**src/rtl/ibex_multdiv_issue.sv**
```systemverilog
// Issue sequencer between the ID/decoder and the fast multiply/divide unit.
// Latency: result valid one cycle after md_valid_i, or one cycle after accept on a cache hit.
// Backpressure: one op in flight; req_ready_o low until the held result is consumed by writeback.

package ibex_pkg;
  typedef enum logic [1:0] {
    MD_OP_MULL = 2'b00,
    MD_OP_MULH = 2'b01,
    MD_OP_DIV  = 2'b10,
    MD_OP_REM  = 2'b11
  } md_op_e;
endpackage

module ibex_multdiv_issue
  import ibex_pkg::*;
#(
  parameter bit ResultCache = 1'b1
) (
  input  logic        clk_i,
  input  logic        rst_i,

  input  logic        req_valid_i,
  output logic        req_ready_o,
  input  md_op_e      req_op_i,
  input  logic [1:0]  req_signed_mode_i,
  input  logic [31:0] req_op_a_i,
  input  logic [31:0] req_op_b_i,
  input  logic [4:0]  req_rd_addr_i,
  input  logic        kill_i,

  output logic        md_mult_en_o,
  output logic        md_div_en_o,
  output md_op_e      md_operator_o,
  output logic [1:0]  md_signed_mode_o,
  output logic [31:0] md_op_a_o,
  output logic [31:0] md_op_b_o,
  output logic        md_ready_id_o,
  input  logic        md_valid_i,
  input  logic [31:0] md_result_i,

  output logic        wb_valid_o,
  input  logic        wb_ready_i,
  output logic [31:0] wb_result_o,
  output logic [4:0]  wb_rd_addr_o,

  output logic        busy_o
);

  typedef enum logic [1:0] {
    IDLE   = 2'b00,
    BUSY   = 2'b01,
    DRAIN  = 2'b10,
    RESULT = 2'b11
  } state_e;

  state_e state_q, state_d;

  md_op_e      op_q;
  logic [1:0]  mode_q;
  logic [31:0] a_q;
  logic [31:0] b_q;
  logic [4:0]  rd_q;
  logic [31:0] result_q;

  logic        cache_vld_q;
  md_op_e      cache_op_q;
  logic [1:0]  cache_mode_q;
  logic [31:0] cache_a_q;
  logic [31:0] cache_b_q;
  logic [31:0] cache_res_q;

  logic accept;
  logic hit;
  logic unit_active;
  logic cache_upd;
  logic result_upd;

  // Ready is forced low while reset is held so every output reads 0 in reset.
  assign req_ready_o = ~rst_i & ~kill_i &
                       ((state_q == IDLE) | ((state_q == RESULT) & wb_ready_i));
  assign accept      = req_valid_i & req_ready_o;

  assign hit = ResultCache & cache_vld_q &
               (req_op_i == cache_op_q) &
               (req_signed_mode_i == cache_mode_q) &
               (req_op_a_i == cache_a_q) &
               (req_op_b_i == cache_b_q);

  assign unit_active = (state_q == BUSY) | (state_q == DRAIN);
  // A result that arrives while draining is still a correct function of its tag.
  assign cache_upd   = unit_active & md_valid_i;
  assign result_upd  = (state_q == BUSY) & md_valid_i & ~kill_i;

  always_comb begin
    state_d = state_q;
    unique case (state_q)
      IDLE: begin
        if (accept) begin
          state_d = hit ? RESULT : BUSY;
        end
      end
      BUSY: begin
        if (kill_i) begin
          state_d = md_valid_i ? IDLE : DRAIN;
        end else if (md_valid_i) begin
          state_d = RESULT;
        end
      end
      DRAIN: begin
        if (md_valid_i) begin
          state_d = IDLE;
        end
      end
      RESULT: begin
        if (kill_i) begin
          state_d = IDLE;
        end else if (accept) begin
          state_d = hit ? RESULT : BUSY;
        end else if (wb_ready_i) begin
          state_d = IDLE;
        end
      end
      default: state_d = IDLE;
    endcase
  end

  always_ff @(posedge clk_i) begin
    if (rst_i) begin
      state_q <= IDLE;
    end else begin
      state_q <= state_d;
    end
  end

  always_ff @(posedge clk_i) begin
    if (rst_i) begin
      op_q         <= MD_OP_MULL;
      mode_q       <= 2'b00;
      a_q          <= 32'h0;
      b_q          <= 32'h0;
      rd_q         <= 5'h0;
      result_q     <= 32'h0;
      cache_vld_q  <= 1'b0;
      cache_op_q   <= MD_OP_MULL;
      cache_mode_q <= 2'b00;
      cache_a_q    <= 32'h0;
      cache_b_q    <= 32'h0;
      cache_res_q  <= 32'h0;
    end else begin
      if (accept) begin
        op_q   <= req_op_i;
        mode_q <= req_signed_mode_i;
        a_q    <= req_op_a_i;
        b_q    <= req_op_b_i;
        rd_q   <= req_rd_addr_i;
      end
      if (accept && hit) begin
        result_q <= cache_res_q;
      end else if (result_upd) begin
        result_q <= md_result_i;
      end
      if (cache_upd) begin
        cache_vld_q  <= 1'b1;
        cache_op_q   <= op_q;
        cache_mode_q <= mode_q;
        cache_a_q    <= a_q;
        cache_b_q    <= b_q;
        cache_res_q  <= md_result_i;
      end
    end
  end

  assign md_mult_en_o     = unit_active & ((op_q == MD_OP_MULL) | (op_q == MD_OP_MULH));
  assign md_div_en_o      = unit_active & ((op_q == MD_OP_DIV)  | (op_q == MD_OP_REM));
  assign md_operator_o    = op_q;
  assign md_signed_mode_o = mode_q;
  assign md_op_a_o        = a_q;
  assign md_op_b_o        = b_q;
  assign md_ready_id_o    = unit_active;

  assign wb_valid_o   = (state_q == RESULT);
  assign wb_result_o  = result_q;
  assign wb_rd_addr_o = rd_q;
  assign busy_o       = (state_q != IDLE);

  assert property (@(posedge clk_i) disable iff (rst_i) !(md_mult_en_o && md_div_en_o));
  assert property (@(posedge clk_i) disable iff (rst_i) wb_valid_o |-> (state_q == RESULT));

endmodule

```
**config.mk**
```make
export PLATFORM = sky130hd
export DESIGN_NAME = ibex_multdiv_issue
export DESIGN_NICKNAME = d
export VERILOG_FILES = /design/src/rtl/ibex_multdiv_issue.sv
export SDC_FILE = /design/constraint.sdc
export NUM_CORES = 1
export LEC_CHECK = 0
export ABC_CLOCK_PERIOD_IN_PS = 2100
export BUFFER_PORTS_ARGS = -buffer_cell sky130_fd_sc_hd__buf_2
export CAP_MARGIN = 20
export CORE_MARGIN = 5
export CORE_UTILIZATION = 48
export CTS_CLUSTER_DIAMETER = 150
export CTS_CLUSTER_SIZE = 14
export DETAILED_ROUTE_END_ITERATION = 10
export PLACE_DENSITY = 0.83
export SLEW_MARGIN = 5
export SYNTH_ARGS = -nofsm -noshare
export SYNTH_HDL_FRONTEND = slang
export SYNTH_SLANG_ARGS = --single-unit
```
**constraint.sdc**
```tcl
create_clock -name clk_i -period 2.1 [get_ports clk_i]
set_clock_uncertainty 0.1 [all_clocks]
set_input_delay 0.105 -clock clk_i [delete_from_list [all_inputs] [get_ports clk_i]]
set_output_delay 0.105 -clock clk_i [all_outputs]
set_load 0.02 [all_outputs]
```
# --- Word-level counts from Yosys, hierarchy flattened ---
# Index checks and enable logic that the tools add are counted.
word_totals:
  reg_bits: 208
  in_bits: 111
  output_inout_bits: 111
  word_cells: 64
op_classes:
  eq_ne: 14
  n_mux: 12
  n_bitwise: 19
  reduce_logical: 6
ops:
  columns: ["operator", "n"]
  rows:
  - ["equality test 32 bit", 2]
  - ["2-to-1 mux 32 bit", 2]
  - ["2-to-1 mux 2 bit", 9]
  - ["AND 1 bit", 13]
  - ["equality test 2 bit, second input constant", 4]
  - ["case mux 2 bit (4 select lines)", 1]
  - ["equality test 2 x 1 -> 1 bit, second input constant", 2]
  - ["equality test 2 bit", 2]
  - ["zero test 2 bit", 2]
  - ["!= test 2 bit, second input constant", 2]
  - ["!= test 4 x 2 -> 1 bit, second input constant", 1]
  - ["bitwise OR 1 bit", 4]
  - ["AND reduction 4 bit", 1]
  - ["nonzero test 2 bit", 2]
  - ["!= test 3 bit, second input constant", 1]
  - ["inverter 1 bit", 2]
  - ["logical AND 1 bit", 1]

# --- Longest topological paths before layout ---
# Gate-level depths: netlist (run 1).
depth:
  depth_word: 9
  ltp_mapped: 10
  depth_no_buf: 8

# --- Worst setup path after synthesis (run 1) ---
# OpenSTA, ideal clock, no wires.
synth_timing:
  path_type: "reg2reg"
  start: "register state_q[0]"
  end: "register result_q[10] (netlist: wb_result_o[10])"
  setup_ns: 0.121
  t_arrival_ns: 2.060
  t_required_ns: 1.879
  setup_slack_ns: -0.181
  path_stages_with_launch: 7
  path_buffers: 1
  period_less_slack_ns: 2.281
  path_cell_list: "dfxtp_1 > ha_1 > a21oi_1 > or2_2 > nor4_4 > buf_6 > mux2_4"
synth_between:
  elab_chain_len: 7
  elab_cells_between_ends: 12
  classes_between: "eq/ne (2); mux (1); bitwise (6); reduce/logical (3)"
synth_rtl:
  columns: ["element", "line", "rtl"]
  rows:
  - ["from (decl)", "56", "state_e state_q, state_d;"]
  - ["from (signal assigned)", "131", "state_q <= state_d;"]
  - ["equality test 2 bit *", null, null]
  - ["named net wb_valid_o", "41", "output logic wb_valid_o,"]
  - ["AND 1 bit *", "80", "((state_q == IDLE) | ((state_q == RESULT) & wb_ready_i));"]
  - ["bitwise OR 1 bit *", "80", null]
  - ["AND 1 bit *", "79", "assign req_ready_o = ~rst_i & ~kill_i &"]
  - ["AND 1 bit *", "81", "assign accept = req_valid_i & req_ready_o;"]
  - ["logical AND 1 bit *", "157", "if (accept && hit) begin"]
  - ["2-to-1 mux 32 bit / nonzero test 2 bit (equally long branches)", null, null]
  - ["to (signal assigned)", "158", "result_q <= cache_res_q;"]
  - ["to (signal assigned)", "160", "result_q <= md_result_i;"]
  - ["to (decl)", "63", "logic [31:0] result_q;"]
# Mark *: on every way through the listed nets, which the timed path passes. The rest lies on a longest branch.
# A chain may end at the register's enable or synchronous reset.

# --- Final worst setup path (run 1) ---
layout_timing:
  start: "register cache_b_q[4]"
  end: "register result_q[23] (netlist: wb_result_o[23])"
layout_between:
  elab_chain_len: 4
  elab_cells_between_ends: 5
  classes_between: "eq/ne (1); mux (1); bitwise (1); reduce/logical (2)"
layout_rtl:
  columns: ["element", "line", "rtl"]
  rows:
  - ["from (decl)", "69", "logic [31:0] cache_b_q;"]
  - ["from (signal assigned)", "167", "cache_b_q <= b_q;"]
  - ["equality test 32 bit *", "87", "(req_op_b_i == cache_b_q);"]
  - ["AND 1 bit *", "86", "(req_op_a_i == cache_a_q) &"]
  - ["logical AND 1 bit *", "157", null]
  - ["2-to-1 mux 32 bit / nonzero test 2 bit (equally long branches)", null, null]
# Every way passes the cells marked *; elsewhere a longest branch is shown, timed or not.

==> key figures, run 1 <==
Layout
  – Commonest non-fill, non-tap cell in the layout: nand2_1
  – Final Core Density: 66.7%
  – Most frequent cells in the layout: nand2_1 (412), buf_2 (220), a21oi_1 (207)
  – Multi-input logic area: 4340 µm²
  – Fin cells: 1657
  – Register area: 4170 µm²
  – Layout cells sized above 1: 23.6%
  – Layout Cell Area excl Fill: 12000 µm²
  – Filler cells: 1391
  – Nets@finish: 1543
  – Area grow syn2layout: 36.5%

Synthesis
  – Mapped Cells: 1111
  – Flops & latches, synth: 208
  – Mapped Nets: 1227
  – FFs w/ async S/R, synth: 0%
  – Post-Syn Area: 8780 µm²
  – Primary FF master, synth: dfxtp_1
  – Yosys warns: 0
  – Post-synth EDFFs: 0
  – Post-synthesis sequential area ratio: 47.4%
  – Synthesized area per cell: 7.90 µm²
  – Netlist cell types: 36

Clock tree
  – Root Buffer: clkbuf_16
  – Clk buf depth: 3
  – CTS Sinks: 208
  – TritonCTS buffer count: 18
  – Clock-pin slew on the worst setup and hold paths: 0.07 ns
  – CTS H-tree lvls: 1
  – CTS tree: yes
  – Clock insertion delay at the later pin of the skew report: 0.50 ns

Placement
  – Placer Congestion: 0.872
  – Placed Area: 10200 µm²
  – DP Cell Count: 1521
  – I/O Buffers: 221
  – DPL Wire Length: 17500 µm

Timing
  – Final setup TNS: -10.79 ns
  – Final Slew Violations: 0
  – Final setup margin: -0.369 ns
  – Worst-Margin Slew: 1.17 ns
  – Slew margin rel.: 21.7%
  – Tmin final: 2.47 ns
  – Final setup fails: 33
  – Final Hold Fails: 0
  – Tcrit/Tclk final: 118%
  – Fmax: 405 MHz
  – RSZ-0062 raised after global routing: true

Run status
  – Failing checks: negative setup slack
  – Status: finished, violations left

Floorplanning
  – I/O pin count: 222
  – Die width: 145 µm
  – Rows: 49
  – Die ar.: 21100 µm²
  – Starting density of the core: 48.9%
  – Core ar.: 18000 µm²
  – Die Height: 145 µm

Critical path
  – Reg-to-reg startpoint: cache_b_q[4]
  – Critical path class: reg -> reg
  – Critical Path Start Type: register
  – Critical Path RT: 2.38 ns
  – R2R Path End: wb_result_o[23]
  – Internal reg-to-reg setup slack: -0.37 ns
  – R2R cell count: 9
  – CP Max Fanout: 8
  – Worst endpoint data arrival time: 2.75 ns
  – Worst setup EP type: register

Route
  – Wirelength per Cell: 17.4 µm
  – WL met1: 11000 µm
  – Post-route DRC: 0
  – Number of detailed-route iterations in the first pass: 6
  – Post-Route WL: 28800 µm
  – Vias per inst: 5.33
  – Met2 wire length: 14400 µm
  – Uppermost routed layer: met5
  – Routed Antenna Nets: 0
  – Vias: 8838
  – 1st-iter DRT viols: 514
  – Met3 Wirelength: 2420 µm

Power and ir drop
  – Peak supply drop: 0.000731 V
  – Pwr Density: 870 nW/µm²
  – Leakage Power: 4.80 nW
  – Total power: 10.4 mW

Global route
  – Largest net degree at the start of global routing: 242
  – Total GRT Usage: 25.9%
  – First-pass GRT wire length: 45800 µm
  – Initial antenna violation count: 2
  – Gr ovfl total: 0
  – Vias in the first global route: 8606

Hold path
  – Worst Hold Launch: kill_i
  – WHS Path Cells: 4
  – Min-Delay Endpoint: state_q[0]
  – Min-Delay Path Class: in -> reg

Run
  – Max-cap violation count: 0
[timing repair]
action,4_1_cts,5_1_grt
setup buffers,5,1
pin swaps,0,6
setup endpoints to repair,106,106
endpoints found under the hold margin,138,0
cloned,2,0
hold buffers,107,0
resized for setup,16,5
[registers in the layout, summed over array words and instances, names as in the netlist]
signal	count
cache_res_q	32
md_op_a_o	32
cache_a_q	32
wb_rd_addr_o	5
cache_b_q	32
wb_result_o	32
md_signed_mode_o	2
md_operator_o	2
cache_mode_q	2
state_q	2
cache_op_q	2
md_op_b_o	32
cache_vld_q	1
[worst max path at each step]
stage                       from         endpoint
floorplan           cache_b_q[4]  wb_result_o[10]
global placement    cache_b_q[6]   wb_result_o[0]
detailed placement  cache_b_q[6]   wb_result_o[0]
CTS                 cache_b_q[6]   wb_result_o[6]
global route        cache_b_q[6]  wb_result_o[15]
finish              cache_b_q[4]  wb_result_o[23]
[report_power, final]
part / total, mW / internal (mW) / switching, mW
combinational: 2.94 / 1.06 / 1.89
sequential: 4.43 / 4.25 / 0.178
clock: 3.06 / 1.63 / 1.42
total: 10.4 / 6.94 / 3.49
[cells in the mapped netlist (5+ instances only)]
cell type | n | area share [%]
nor2_1 | 9 | 0.38
nand2_1 | 413 | 18
xnor2_1 | 36 | 3.6
dfxtp_1 | 208 | 47
clkbuf_1 | 69 | 2.9
inv_1 | 20 | 0.85
ha_1 | 5 | 0.71
nand4_1 | 11 | 0.78
a21oi_1 | 207 | 12
xor2_1 | 13 | 1.3
nor2b_1 | 42 | 3.0
mux2_4 | 30 | 5.1
o22ai_1 | 7 | 0.50
nor4_1 | 7 | 0.50
[cells by family after synthesis]
group / count (synthesis) / share of synthesized area (%)
flip-flops: 208 / 47.4
XOR/XNOR: 49 / 4.89
adder cells (fa/ha/maj): 5 / 0.712
AND/OR/NAND/NOR: 493 / 23.4
buffers and inverters: 95 / 4.32
AO/OA/AOI/OAI: 229 / 13.9
multiplexers: 32 / 5.39
[layer usage]
metal | vias up | global-route usage (%)
met5 | - | 0
met4 | 2 | 8.54
met3 | 76 | 6.45
met2 | 421 | 45.0
met1 | 4105 | 31.5
li1 | 4234 | -
[layout make-up]
| type | count | share of cell area (%) |
|---|---|---|
| Multi-Input combinational cell | 808 | 36.2 |
| Sequential cell | 208 | 34.8 |
| Timing Repair Buffer | 371 | 21.9 |
| Clock buffer | 20 | 4.08 |
| Tap cell | 229 | 2.39 |
| Inverter | 20 | 0.626 |
| Antenna cell | 1 | 0.0209 |
[stage by stage]
stage / setup WS, ns / hold slack (ns)
after floorplan: -0.157 / 0.141
after global placement: -0.440 / 0.244
after detailed placement: -0.488 / 0.253
after CTS: -0.340 / 0.0432
after global routing: -0.495 / 0.120
final: -0.369 / 0.0555
[critical path, stage by stage, from the launching register on]
cell      delay [ns]
dfxtp_2         0.32
nor2b_1         0.12
a2111o_1        0.35
nor4_2          0.25
nand4_1         0.21
nor4_4          0.26
buf_4           0.18
buf_4           0.12
buf_12          0.13
mux2_4          0.30
No activity file was read; power rests on OpenSTA's default activity.
==> run 2: changes to the inputs <==
ABC_AREA = 1   (was default)
CORE_UTILIZATION = 49   (was 48)
PLACE_DENSITY = 0.84   (was 0.83)
==> run 2 against run 1 <==
  * The flow still finishes with violations (negative setup slack)
  * Critical endpoint is now wb_result_o[24]
  * Synthesized cell count up 21%
  * Largest cell class unchanged
  * Largest power group unchanged
  * Register-to-register slack better by 0.33 ns
  * Design area up 4.2%
  * Sequential share of layout area down 1.3 points
==> key figures, run 2 <==
Run status
  – Failing checks: negative setup slack
  – Status: finished, violations left

Synthesis
  – Primary FF master, synth: dfxtp_1
  – Synthesized area per cell: 6.87 µm²
  – Count leader, synth: nand2_1
  – Post-synth top area cell: dfxtp_1
  – Post-synthesis sequential area ratio: 45.2%
  – Flops & latches, synth: 208
  – Most common library cells after synthesis: nand2_1 (300), dfxtp_1 (208), a21oi_1 (163), o21ai_0 (163), nor2_1 (154)
  – Mapped Cells: 1342
  – Netlist cell types: 31
  – Largest cells by area after synthesis: dfxtp_1 (45%), nand2_1 (12%), a21oi_1 (8.8%)
  – Share of Yosys cell area claimed by the top area cell type: 45.2%
  – Mapped Nets: 1458
  – FFs w/ async S/R, synth: 0%
  – Yosys warns: 0
  – Post-Syn Area: 9220 µm²
  – Post-synth EDFFs: 0

Route
  – Number of detailed-route iterations in the first pass: 7
  – Post-Route WL: 33300 µm
  – Routed Antenna Nets: 0
  – Vias per inst: 5.58
  – Vias: 10600
  – 1st-iter DRT viols: 1036
  – Wirelength per Cell: 17.6 µm
  – Post-route DRC: 0

Floorplanning
  – I/O pin count: 222
  – Starting density of the core: 49.5%
  – Core ar.: 18600 µm²
  – Die width: 147 µm
  – Rows: 50
  – Die Height: 147 µm
  – Die ar.: 21700 µm²

Hold path
  – WHS Path Cells: 6
  – Min-Delay Path Class: in -> reg
  – Worst Hold Launch: md_valid_i

Timing
  – Final Hold Fails: 0
  – Final Slew Violations: 0
  – Slew margin rel.: 41.0%
  – RSZ-0062 raised after global routing: true
  – Final setup fails: 2
  – Tmin final: 2.15 ns
  – Worst-Margin Slew: 0.886 ns
  – Final setup margin: -0.0493 ns
  – Fmax: 465 MHz
  – Tcrit/Tclk final: 102%

Power and ir drop
  – Pwr Density: 1050 nW/µm²
  – Peak supply drop: 0.000686 V
  – Leakage Power: 5.83 nW

Clock tree
  – Clk buf depth: 3
  – CTS Sinks: 208
  – Clock-pin slew on the worst setup and hold paths: 0.07 ns
  – Root Buffer: clkbuf_16
  – CTS H-tree lvls: 1
  – TritonCTS buffer count: 18
  – CTS tree: yes
  – Clock insertion delay at the later pin of the skew report: 0.49 ns

Global route
  – Initial antenna violation count: 2
  – Total GRT Usage: 28.5%
  – Largest net degree at the start of global routing: 101
  – Vias in the first global route: 9974
  – Gr ovfl total: 0
  – First-pass GRT wire length: 50900 µm

Placement
  – DPL Wire Length: 20900 µm
  – Placer Congestion: 0.961
  – I/O Buffers: 221
  – Place WS: -0.000702 ns

Critical path
  – Critical Path RT: 2.41 ns
  – Worst setup EP type: register
  – Critical path class: in -> reg
  – Crit path launch: req_op_a_i[7]
  – Worst endpoint data arrival time: 2.46 ns
  – Reg-to-reg startpoint: cache_a_q[7]
  – Critical Path Start Type: primary input
  – R2R cell count: 15
  – CP Max Fanout: 14

Layout
  – Final Core Density: 67.0%
  – Layout cells sized above 1: 22.0%
  – Most frequent cells in the layout: nand2_1 (279), buf_2 (221), dfxtp_1 (196)
  – Area grow syn2layout: 35.4%
  – Nets@finish: 1772
  – Commonest non-fill, non-tap cell in the layout: nand2_1

Run
  – Max-cap violation count: 0
==> run 2: cell types whose count changed after synthesis, moves of 15 or more <==
cell / before / now
mux2_4: 30 / 0
a21oi_1: 207 / 163
o21ai_1: 0 / 21
nand2_1: 413 / 300
nor2_1: 9 / 154
nand4_1: 11 / 26
o21ai_0: 1 / 163
inv_2: 0 / 16
nor2b_1: 42 / 0
xnor2_1: 36 / 15
nand3_1: 1 / 35
inv_1: 20 / 128
==> run 2: critical path: stages <==
cell	delay (ns)
dlygate4sd3_1	0.53
buf_2	0.14
inv_1	0.07
nand2_1	0.10
nand2_1	0.06
inv_1	0.06
nand2_1	0.08
nor2_2	0.15
nand2_1	0.10
nor2_2	0.12
nand2_2	0.07
nor2_4	0.15
nand3_4	0.16
buf_12	0.20
nand2_1	0.09
o21ai_1	0.10
a21oi_1	0.18
==> run 2: cell type report <==
type                            count  area [µm²]
Tap cell                          234         293
Clock buffer                       20         489
Timing Repair Buffer              367        2590
Antenna cell                        3        7.51
Multi-Input combinational cell    915        4370
Inverter                          146         552
Fill cell                        1473        6160
Sequential cell                   208        4180
==> run 2: power by group <==
part | total [mW] | switching (mW) | internal (mW)
logic | 4.62 | 2.99 | 1.64
clock network | 3.08 | 1.44 | 1.63
registers | 5.47 | 0.582 | 4.89
==> run 2: cells by family (layout without fill, tap and decap cells) <==
logic type,count (synthesis),after routing,share of synthesized area [%]
AOI/OAI and AO/OA,358,358,19.7
xor gates and xnor gates,17,17,1.61
adders and majority gates,5,5,0.679
buffers and inverters,219,533,9.24
DFF,208,208,45.2
other,0,3,0
and+or+nand+nor,535,535,23.6
==> run 2: final timing paths <==
check	slack [ns]	to
hold reg to reg	0.36	cache_b_q[18]
hold / removal	0.05	state_q[1]
setup / recovery	-0.05	wb_result_o[24]
setup reg to reg	-0.04	wb_result_o[24]
==> run 2: metal layers <==
| layer | share of wire (%) | GRT usage, % | vias to the layer above |
|---|---|---|---|
| met5 | 0 | 0 | - |
| met4 | 6.3 | 15.1 | 0 |
| met3 | 9.7 | 5.40 | 185 |
| met2 | 45 | 45.4 | 644 |
| met1 | 39 | 36.7 | 4783 |
| li1 | - | - | 4942 |
==> run 2: what timing repair did <==
action,4_1_cts,5_1_grt
pin swaps,0,21
gates cloned,0,2
setup buffers,0,4
resized for setup,2,70
hold buffers,108,0
endpoints found under the setup margin,12,56
endpoints found under the hold margin,136,0
==> run 2: metrics by stage <==
| step | std cells | TNS (ns) | hold WS [ns] | power, mW | area (µm²) |
|---|---|---|---|---|---|
| global placement | 1756 | 0 | 0.254 | 9.47 | 10600 |
| detailed placement | 1756 | -0.000702 | 0.265 | 9.61 | 10600 |
| finish | 1893 | -0.0554 | 0.0479 | 13.2 | 12500 |
| floorplan | 1342 | 0 | 0.133 | 8.19 | 9220 |
| global route | 1892 | -1.17 | 0.116 | 13.9 | 12500 |
| CTS | 1884 | 0 | 0.0225 | 12.8 | 12200 |
